### config.mk
export PLATFORM = sky130hd
export DESIGN_NAME = wbu
export DESIGN_NICKNAME = d
export VERILOG_FILES = /design/src/rtl/wbu.sv
export SDC_FILE = /design/constraint.sdc
export NUM_CORES = 1
export LEC_CHECK = 0
export ABC_AREA = 1
export BUFFER_PORTS_ARGS = -buffer_cell sky130_fd_sc_hd__buf_2
export CORE_UTILIZATION = 56
export CTS_BUF_LIST = sky130_fd_sc_hd__clkbuf_8 sky130_fd_sc_hd__clkbuf_16
export DETAILED_ROUTE_END_ITERATION = 12
export PLACE_DENSITY_LB_ADDON = 0.3
export SLEW_MARGIN = 40
export SYNTH_ARGS = -nofsm -noshare
export SYNTH_HDL_FRONTEND = slang
export SYNTH_SLANG_ARGS = --single-unit
### constraint.sdc
create_clock -name i_clk -period 2.6 [get_ports i_clk]
set_input_delay 0.52 -clock i_clk [delete_from_list [all_inputs] [get_ports i_clk]]
set_output_delay 0.52 -clock i_clk [all_outputs]
set_load 0.05 [all_outputs]
### src/rtl/wbu.sv
// wbu: writeback stage between the execute unit and the register file.
// Takes one retired result per handshake. Loads issue a single-beat read
// and are then byte/halfword/word extracted. The stage produces one
// register-file write and one commit pulse per instruction.
// Optional build macro WBU_COMMIT_CNT_EN adds the 64-bit o_commit_cnt output.
`timescale 1ns/1ps
module wbu #(
  parameter int XLEN = 32,
  parameter int RA_W = 5
) (
  input  logic            i_clk,
  input  logic            i_rst_n,
  input  logic            i_exu_valid,
  output logic            o_exu_ready,
  input  logic [XLEN-1:0] i_exu_pc,
  input  logic [RA_W-1:0] i_exu_rd,
  input  logic            i_exu_rdwen,
  input  logic [XLEN-1:0] i_exu_result,
  input  logic            i_exu_is_load,
  input  logic [2:0]      i_exu_ldop,
  output logic            o_lsu_req_valid,
  input  logic            i_lsu_req_ready,
  output logic [XLEN-1:0] o_lsu_addr,
  input  logic            i_lsu_rsp_valid,
  input  logic [XLEN-1:0] i_lsu_rdata,
  output logic            o_rf_wen,
  output logic [RA_W-1:0] o_rf_waddr,
  output logic [XLEN-1:0] o_rf_wdata,
  output logic            o_commit,
  output logic [XLEN-1:0] o_commit_pc
`ifdef WBU_COMMIT_CNT_EN
  ,
  output logic [63:0]     o_commit_cnt
`endif
);

  typedef enum logic [1:0] {IDLE, LD_REQ, LD_WAIT, WB} state_t;

  state_t          state_reg, state_next;
  logic [XLEN-1:0] pc_reg, result_reg;
  logic [RA_W-1:0] rd_reg;
  logic            rdwen_reg;
  logic [2:0]      ldop_reg;
  // Write-port image; only updated on entry to WB so it holds otherwise.
  logic [RA_W-1:0] waddr_reg;
  logic [XLEN-1:0] wdata_reg, commit_pc_reg;
  logic            wen_ok_reg;

  logic            accept;
  logic            rsp_take;
  logic [7:0]      ld_byte;
  logic [15:0]     ld_half;
  logic [XLEN-1:0] ld_ext;

  assign accept   = i_exu_valid & o_exu_ready;
  assign rsp_take = (state_reg == LD_WAIT) & i_lsu_rsp_valid;

  assign o_lsu_addr  = {result_reg[XLEN-1:2], 2'b00};
  assign o_rf_waddr  = waddr_reg;
  assign o_rf_wdata  = wdata_reg;
  assign o_commit_pc = commit_pc_reg;

  // Lane select: byte by result[1:0], halfword by result[1] (result[0] ignored).
  assign ld_byte = i_lsu_rdata[{result_reg[1:0], 3'b000} +: 8];
  assign ld_half = i_lsu_rdata[{result_reg[1], 4'b0000} +: 16];

  // Sign/zero extension by load funct3; unknown codes fall back to a word load.
  always_comb begin
    ld_ext = i_lsu_rdata;
    case (ldop_reg)
      3'b000:  ld_ext = {{(XLEN-8){ld_byte[7]}}, ld_byte};
      3'b100:  ld_ext = {{(XLEN-8){1'b0}}, ld_byte};
      3'b001:  ld_ext = {{(XLEN-16){ld_half[15]}}, ld_half};
      3'b101:  ld_ext = {{(XLEN-16){1'b0}}, ld_half};
      default: ld_ext = i_lsu_rdata;
    endcase
  end

  // Next-state and handshake/strobe outputs; ready is forced low while in reset.
  always_comb begin
    state_next      = state_reg;
    o_exu_ready     = 1'b0;
    o_lsu_req_valid = 1'b0;
    o_commit        = 1'b0;
    o_rf_wen        = 1'b0;
    case (state_reg)
      IDLE: begin
        o_exu_ready = i_rst_n;
        if (accept) state_next = i_exu_is_load ? LD_REQ : WB;
      end
      LD_REQ: begin
        o_lsu_req_valid = 1'b1;
        if (i_lsu_req_ready) state_next = LD_WAIT;
      end
      LD_WAIT: begin
        if (i_lsu_rsp_valid) state_next = WB;
      end
      WB: begin
        o_exu_ready = i_rst_n;
        o_commit    = 1'b1;
        o_rf_wen    = wen_ok_reg;
        if (accept) state_next = i_exu_is_load ? LD_REQ : WB;
        else        state_next = IDLE;
      end
      default: state_next = IDLE;
    endcase
  end

  // State register plus instruction capture and write-port image update.
  always_ff @(posedge i_clk or negedge i_rst_n) begin
    if (!i_rst_n) begin
      state_reg     <= IDLE;
      pc_reg        <= '0;
      result_reg    <= '0;
      rd_reg        <= '0;
      rdwen_reg     <= 1'b0;
      ldop_reg      <= 3'b000;
      waddr_reg     <= '0;
      wdata_reg     <= '0;
      commit_pc_reg <= '0;
      wen_ok_reg    <= 1'b0;
    end else begin
      state_reg <= state_next;
      if (accept) begin
        pc_reg     <= i_exu_pc;
        result_reg <= i_exu_result;
        rd_reg     <= i_exu_rd;
        rdwen_reg  <= i_exu_rdwen;
        ldop_reg   <= i_exu_ldop;
      end
      if (accept && !i_exu_is_load) begin
        waddr_reg     <= i_exu_rd;
        wdata_reg     <= i_exu_result;
        commit_pc_reg <= i_exu_pc;
        wen_ok_reg    <= i_exu_rdwen & (i_exu_rd != '0);
      end else if (rsp_take) begin
        waddr_reg     <= rd_reg;
        wdata_reg     <= ld_ext;
        commit_pc_reg <= pc_reg;
        wen_ok_reg    <= rdwen_reg & (rd_reg != '0);
      end
    end
  end

`ifdef WBU_COMMIT_CNT_EN
  // Free-running retire counter, wraps naturally at 2^64.
  always_ff @(posedge i_clk or negedge i_rst_n) begin
    if (!i_rst_n)      o_commit_cnt <= 64'd0;
    else if (o_commit) o_commit_cnt <= o_commit_cnt + 64'd1;
  end
`endif

endmodule

==> load_flow_metrics.sql, run 1 <==
INSERT INTO impl_metrics (metric_group, metric, value, unit) VALUES
('clock_network', 'path_clk_slew', '60', 'ps'),
('floorplan', 'placement_rows', '41', ''),
('flow_run', 'max-cap-violations', '0', ''),
('grt', 'grt_start_max_net_pins', '146', ''),
('outcome', 'run_status', 'completed', ''),
('timing', 'fmaxAchievable', '0.439', 'GHz'),
('finish', 'commonest_cells_after_routing_fill_and_taps_aside', 'nand2_1, buf_2, dfrtp_1, inv_1, o21ai_0', ''),
('setup_path', 'crit-reg2reg-capture', 'o_rf_wdata[13]', ''),
('routing', 'finalWirelength', '17900', 'um'),
('floorplan', 'floorplan.initialDensity', '57.2', '%'),
('power', 'p_leak', '5.06', 'nW'),
('setup_path', 'critPathLaunch', 'state_reg[0]', ''),
('grt', 'gr-usage-all-layers', '27.6', '%'),
('timing', 'min_period', '2280', 'ps'),
('timing', 'timing.final.crit_share', '87.5', '%'),
('floorplan', 'die_y', '116', 'um'),
('grt', 'antenna_found_initial', '2', ''),
('timing', 'worst_slack', '324', 'ps'),
('setup_path', 'crit_type', 'flop to flop', ''),
('power', 'peak_supply_drop', '867', 'uV'),
('place', 'post_dp_cell_area', '0.00819', 'mm^2'),
('hold_path', 'hp-class', 'input pin to asynchronous set/reset pin', ''),
('finish', 'footprint_of_the_flip_flops_and_latches', '0.00363', 'mm^2'),
('finish', 'area_delta_synth_final', '21.8', '%'),
('setup_path', 'timing.critical_path.from_type', 'flop', ''),
('power', 'areal_power_density_over_the_cells', '1440', 'mW/mm^2'),
('routing', 'firstDrtPassIters', '7', ''),
('grt', 'grt_first_pass_wirelength', '28000', 'um'),
('routing', 'postRouteAntennaNets', '0', ''),
('setup_path', 'cp.required', '2950', 'ps'),
('timing', 'fin_tns_setup', '0', 'ps'),
('logic_synthesis', 'ys_seq_area_share', '50.2', '%'),
('logic_synthesis', 'post_synth_inst_count', '923', ''),
('place', 'numPortBuffers', '213', ''),
('routing', 'routed_wire_length_per_instance', '14.0', 'um'),
('floorplan', 'die_w', '116', 'um'),
('logic_synthesis', 'yosys_warnings', '0', ''),
('place', 'routabilityCongestion', '0.897', ''),
('finish', 'final_instance_area', '0.00879', 'mm^2'),
('setup_path', 'reg2regPathDepth', '10', ''),
('logic_synthesis', 'synth.largest_area_cell', 'dfrtp_1', ''),
('finish', 'multi_input_comb_area', '0.00268', 'mm^2'),
('setup_path', 'timing.critical_path.to', 'o_rf_wdata[13]', ''),
('floorplan', 'floorplan.die_area', '0.0134', 'mm^2'),
('floorplan', 'core_area', '0.0126', 'mm^2'),
('grt', 'grt.overflow.total', '0', ''),
('logic_synthesis', 'post_synth_main_area_contributors', 'dfrtp_1, nand2_1, o21ai_0, inv_1, o211ai_1', ''),
('clock_network', 'tritoncts', 'built', ''),
('setup_path', 'reg2reg_from', 'state_reg[0]', ''),
('clock_network', 'post-cts-setup-buffer-count', '0', ''),
('routing', 'first_iter_violations', '471', ''),
('floorplan', 'io_pins', '216', ''),
('setup_path', 'critical_path.endpoint_type', 'flop', ''),
('grt', 'number_of_global_route_vias_before_repair', '5818', ''),
('clock_network', 'clock_insertion_delay_worst_skew', '420', 'ps'),
('routing', 'vias', '6434', ''),
('clock_network', 'clockBufferDepth', '2', ''),
('setup_path', 'worstPathMaxFanout', '44', ''),
('logic_synthesis', 'post-synth-top-area-fraction', '50.2', '%'),
('finish', 'fin_nets', '1207', ''),
('place', 'placement.setup.worst_slack', '353', 'ps'),
('timing', 'grt_setup_unrepaired', 'no', ''),
('routing', 'viasPerCell', '5.05', ''),
('setup_path', 'worstPathArrival', '2630', 'ps'),
('finish', 'n_fill_cell', '1061', ''),
('clock_network', 'cts_root_buf', 'clkbuf_16', ''),
('timing', 'finalHoldViolCount', '0', ''),
('logic_synthesis', 'register_bit_count_reported_by_yosys', '145', ''),
('timing', 'timing.slew.headroom', '57.2', '%'),
('timing', 'setup_violations', '0', ''),
('clock_network', 'postCtsResizedCells', '0', '');
synthesized netlist by cell type:
master	instances
o211ai_1	40
nor2_4	5
nor2_1	37
nand3_1	30
o21ai_1	3
or2_0	1
nand4_1	1
buf_2	23
buf_6	3
ha_1	5
inv_2	7
inv_1	115
nand2_2	2
nand2_1	329
nor3_1	2
dfrtp_1	145
buf_4	34
nand3_2	11
a21oi_1	13
o21ai_0	97
clkbuf_1	18
o22ai_1	1
conb_1	1
power breakdown:
group	switching [mW]	internal [mW]	total (mW)
Sequential	0.608	3.28	3.89
Combinational	4.76	1.67	6.43
Clock	0.899	1.44	2.34
Total	6.27	6.39	12.7
worst min path at each step:
stage | to | slack [ps]
after global placement | result_reg[4] | 460
final | state_reg[0] | 80
after CTS | ldop_reg[1] | 290
after floorplan | ldop_reg[0] | 220
after detailed placement | o_rf_wdata[28] | 460
after global routing | o_rf_wdata[4] | 80
cell families (layout without fill, tap and decap cells):
kind of cell | count (synthesis) | in the layout | share of synthesized area, %
adder cells (fa/ha/maj) | 5 | 5 | 0.866
other | 1 | 3 | 0.0519
AO/OA/AOI/OAI | 154 | 154 | 12.1
AND/OR/NAND/NOR | 418 | 418 | 23.9
buffers and inverters | 200 | 378 | 12.9
flip-flops | 145 | 145 | 50.2
through the flow:
| step | hold slack, ps | utilization, % | power (mW) | std cells |
|---|---|---|---|---|
| 3_3_place_gp | 459 | 64.7 | 10.2 | 1241 |
| 5_1_grt | 85.0 | 69.7 | 13.5 | 1275 |
| 3_5_place_dp | 460 | 64.9 | 10.3 | 1243 |
| 2_1_floorplan | 224 | - | 9.09 | 924 |
| 6_report | 82.8 | 69.7 | 12.7 | 1275 |
| 4_1_cts | 295 | 69.5 | 12.7 | 1273 |
final cells by class:
cell class,instances,area share (%)
antenna,1,0.0285
clock buffer,19,5.15
clock inverter,11,1.34
inverter,122,5.21
multi-input combinational,579,30.4
sequential,145,41.3
tap,172,2.45
timing repair buffer,226,14.1
critical path, cell delays in order (launching register included):
cell	delay, ps
dfrtp_1	410
inv_1	110
ha_1	240
nand2_1	170
inv_1	150
nor2_4	540
buf_12	310
nand2_1	70
o21ai_0	80
inv_1	70
nand2_1	50
metal layers:
| layer | GRT usage (%) | wire length (um) |
|---|---|---|
| met4 | 12.0 | 510 |
| met5 | 0 | 10 |
| met1 | 37.2 | 7900 |
| met3 | 7.11 | 1150 |
| met2 | 42.4 | 8300 |
No activity file was read; power rests on OpenSTA's default activity.
==> inputs of run 2 (changes only) <==
--- a/config.mk
+++ b/config.mk
@@ -10,7 +10,10 @@
 export CORE_UTILIZATION = 56
 export CTS_BUF_LIST = sky130_fd_sc_hd__clkbuf_8 sky130_fd_sc_hd__clkbuf_16
 export DETAILED_ROUTE_END_ITERATION = 12
+export GPL_TIMING_DRIVEN = 0
 export PLACE_DENSITY_LB_ADDON = 0.3
+export RECOVER_POWER = 100
+export SKIP_LAST_GASP = 1
 export SLEW_MARGIN = 40
 export SYNTH_ARGS = -nofsm -noshare
 export SYNTH_HDL_FRONTEND = slang
==> run 2 against run 1 <==
Critical path type is now input pin to flop. Highest routed layer unchanged. Final area up 3.0%. Die area did not move. Total power increased by 4.9%.
==> load_flow_metrics.sql, run 2 (same netlist as run 1, synthesis figures left out) <==
INSERT INTO impl_metrics (metric_group, metric, value, unit) VALUES
('clock_network', 'clockBufferDepth', '2', ''),
('grt', 'grt_first_pass_wirelength', '32100', 'um'),
('setup_path', 'worstPathMaxFanout', '23', ''),
('clock_network', 'path_clk_slew', '60', 'ps'),
('finish', 'area_delta_synth_final', '25.4', '%'),
('floorplan', 'core_area', '0.0126', 'mm^2'),
('power', 'swShare', '50.0', '%'),
('setup_path', 'critical_path.slowest_cell', 'dlygate4sd3_1', ''),
('power', 'peak_supply_drop', '786', 'uV'),
('power', 'p_total', '13.3', 'mW'),
('timing', 'finalHoldViolCount', '0', ''),
('setup_path', 'timing.critical_path.from_type', 'input pin', ''),
('floorplan', 'die_w', '116', 'um'),
('place', 'post_dp_cell_area', '0.00857', 'mm^2'),
('timing', 'finalMaxSlewViolations', '0', ''),
('finish', 'leading_cell_type_in_the_layout_fill_and_taps_excluded', 'nand2_1', ''),
('setup_path', 'cp.required', '2950', 'ps'),
('power', 'cell_internal_pwr', '6.64', 'mW'),
('grt', 'grt.overflow.total', '0', ''),
('grt', 'grt_start_max_net_pins', '59', ''),
('floorplan', 'placement_rows', '41', ''),
('setup_path', 'timing.critical_path.slowest_cell_delay', '570', 'ps'),
('grt', 'gr-usage-all-layers', '32.0', '%'),
('setup_path', 'critical_path.endpoint_type', 'flop', ''),
('clock_network', 'tritoncts', 'built', ''),
('clock_network', 'cts_root_buf', 'clkbuf_16', ''),
('finish', 'final_instance_area', '0.00905', 'mm^2'),
('setup_path', 'path_cells', 'dlygate4sd3_1, buf_8, buf_16, nand3_2, nor2_4, nor2_1, clkbuf_2, clkbuf_2, nand2_1, nand2_1', ''),
('setup_path', 'cpLargestDelayFamily', 'buffers and inverters', ''),
('timing', 'worstMarginPinSlew', '1450', 'ps'),
('place', 'routabilityCongestion', '0.987', ''),
('routing', 'firstDrtPassIters', '8', ''),
('timing', 'timing.slew.headroom', '3.52', '%'),
('clock_network', 'clock-sinks', '145', ''),
('finish', 'fin_nets', '1277', ''),
('power', 'areal_power_density_over_the_cells', '1470', 'mW/mm^2'),
('routing', 'finalWirelength', '21200', 'um'),
('power', 'clock_power_share', '19.4', '%'),
('routing', 'viasPerCell', '5.25', ''),
('timing', 'min_period', '2490', 'ps'),
('power', 'netSwitchingPower', '6.64', 'mW'),
('finish', 'commonest_cells_after_routing_fill_and_taps_aside', 'nand2_1, dfrtp_1, clkbuf_1, buf_2, inv_1', ''),
('power', 'p_leak', '4.95', 'nW'),
('timing', 'skew', '10.9', 'ps'),
('routing', 'routed_wire_length_per_instance', '15.7', 'um'),
('place', 'detailedPlacementHpwl', '14900', 'um'),
('clock_network', 'tritoncts.num_buffers', '17', ''),
('setup_path', 'crit_type', 'input pin to flop', ''),
('routing', 'route.detailed.drc', '0', ''),
('flow_run', 'max-cap-violations', '0', ''),
('routing', 'postRouteAntennaNets', '0', ''),
('power', 'power_share_of_the_sequential_group', '29.5', '%'),
('routing', 'vias', '7068', ''),
('finish', 'n_fill_cell', '1082', ''),
('finish', 'drive_above_1_share', '18.8', '%'),
('clock_network', 'clock_insertion_delay_worst_skew', '420', 'ps'),
('timing', 'fmaxAchievable', '0.402', 'GHz'),
('grt', 'antenna_found_initial', '2', ''),
('floorplan', 'floorplan.die_area', '0.0134', 'mm^2'),
('timing', 'grt_setup_unrepaired', 'no', ''),
('grt', 'number_of_global_route_vias_before_repair', '6504', ''),
('timing', 'timing.final.crit_share', '95.6', '%'),
('floorplan', 'floorplan.initialDensity', '57.2', '%'),
('outcome', 'run_status', 'completed', ''),
('setup_path', 'worst-path-buf-inv', '5', ''),
('power', 'combinationalPowerShare', '51.0', '%'),
('timing', 'setup_violations', '0', ''),
('setup_path', 'worstPathArrival', '2840', 'ps'),
('place', 'numPortBuffers', '213', ''),
('hold_path', 'hp-class', 'input pin to flop', ''),
('floorplan', 'io_pins', '216', ''),
('routing', 'first_iter_violations', '593', ''),
('floorplan', 'die_y', '116', 'um'),
('clock_network', 'cts.htree.levels', '4', '');
## run 2: changes by cell type in the layout (fill, tap and decap cells not counted), sizes merged
cell,before,now
clkinv,4,2
buf,226,159
clkbuf,19,154
bufinv,2,4
inv,124,127
dlygate4sd3,0,1
## run 2: layout make-up
| type | count | area [um^2] | share of cell area, % |
|---|---|---|---|
| Multi-Input combinational cell | 579 | 2660 | 29.4 |
| Timing Repair Buffer | 218 | 998 | 11.0 |
| Sequential cell | 145 | 3630 | 40.1 |
| Buffer | 78 | 464 | 5.13 |
| Antenna cell | 1 | 2.50 | 0.0276 |
| Tap cell | 172 | 215 | 2.38 |
| Clock inverter | 14 | 189 | 2.09 |
| Inverter | 122 | 458 | 5.06 |
| Clock buffer | 18 | 439 | 4.85 |
## run 2: path summary, 6_finish.rpt
path	depth (start not counted)	start	slack (ps)	endpoint
max	10	i_rst_n	110	o_rf_wdata[25]
min	3	i_exu_rdwen	310	rdwen_reg
max reg2reg	9	state_reg[0]	300	o_rf_wdata[25]
min reg2reg	2	o_rf_wdata[22]	480	o_rf_wdata[22]
max in group asynchronous	3	i_rst_n	440	o_commit_pc[28]
min in group asynchronous	2	i_rst_n	540	pc_reg[4]
## run 2: tightest hold or removal path: stages
cell and delay, ps:
buf_2 90, nand2_1 50, nand2_1 40
## run 2: per-stage QoR
stage / hold slack [ps] / cells / TNS (ps) / worst slack (ps) / utilization [%]
2_1_floorplan: 224 / 924 / 0 / 636 / -
3_3_place_gp: 461 / 1309 / -434260 / -2040 / 67.4
3_5_place_dp: 434 / 1311 / 0 / 264 / 67.9
4_1_cts: 298 / 1345 / 0 / 47.6 / 73.1
5_1_grt: 322 / 1347 / 0 / 28.3 / 71.8
6_report: 311 / 1347 / 0 / 113 / 71.8
## run 2: what timing repair did
| item | in CTS | in global routing |
|---|---|---|
| resized for setup | 0 | 0 |
| endpoints found under the setup margin | 0 | 1 |
| setup buffers | 0 | 0 |
| hold endpoints to repair | 28 | 0 |
| hold buffers | 2 | 0 |
## run 2: power by group through the flow
stage	Sequential, mW	Combinational (mW)	Clock, mW
after floorplan	5.37	3.72	0
after detailed placement	3.90	6.90	0
after global placement	3.86	6.75	0
final	3.92	6.77	2.58
after CTS	3.88	6.95	2.60
after global routing	4.02	7.35	2.68
## run 2: per-layer routing
layer	global-route usage (%)	vias up	share of wire, %
met5	0	-	0.038
met4	15.5	2	3.4
met3	6.07	60	8.1
met2	51.6	360	47
met1	41.9	3321	41
li1	-	3325	-
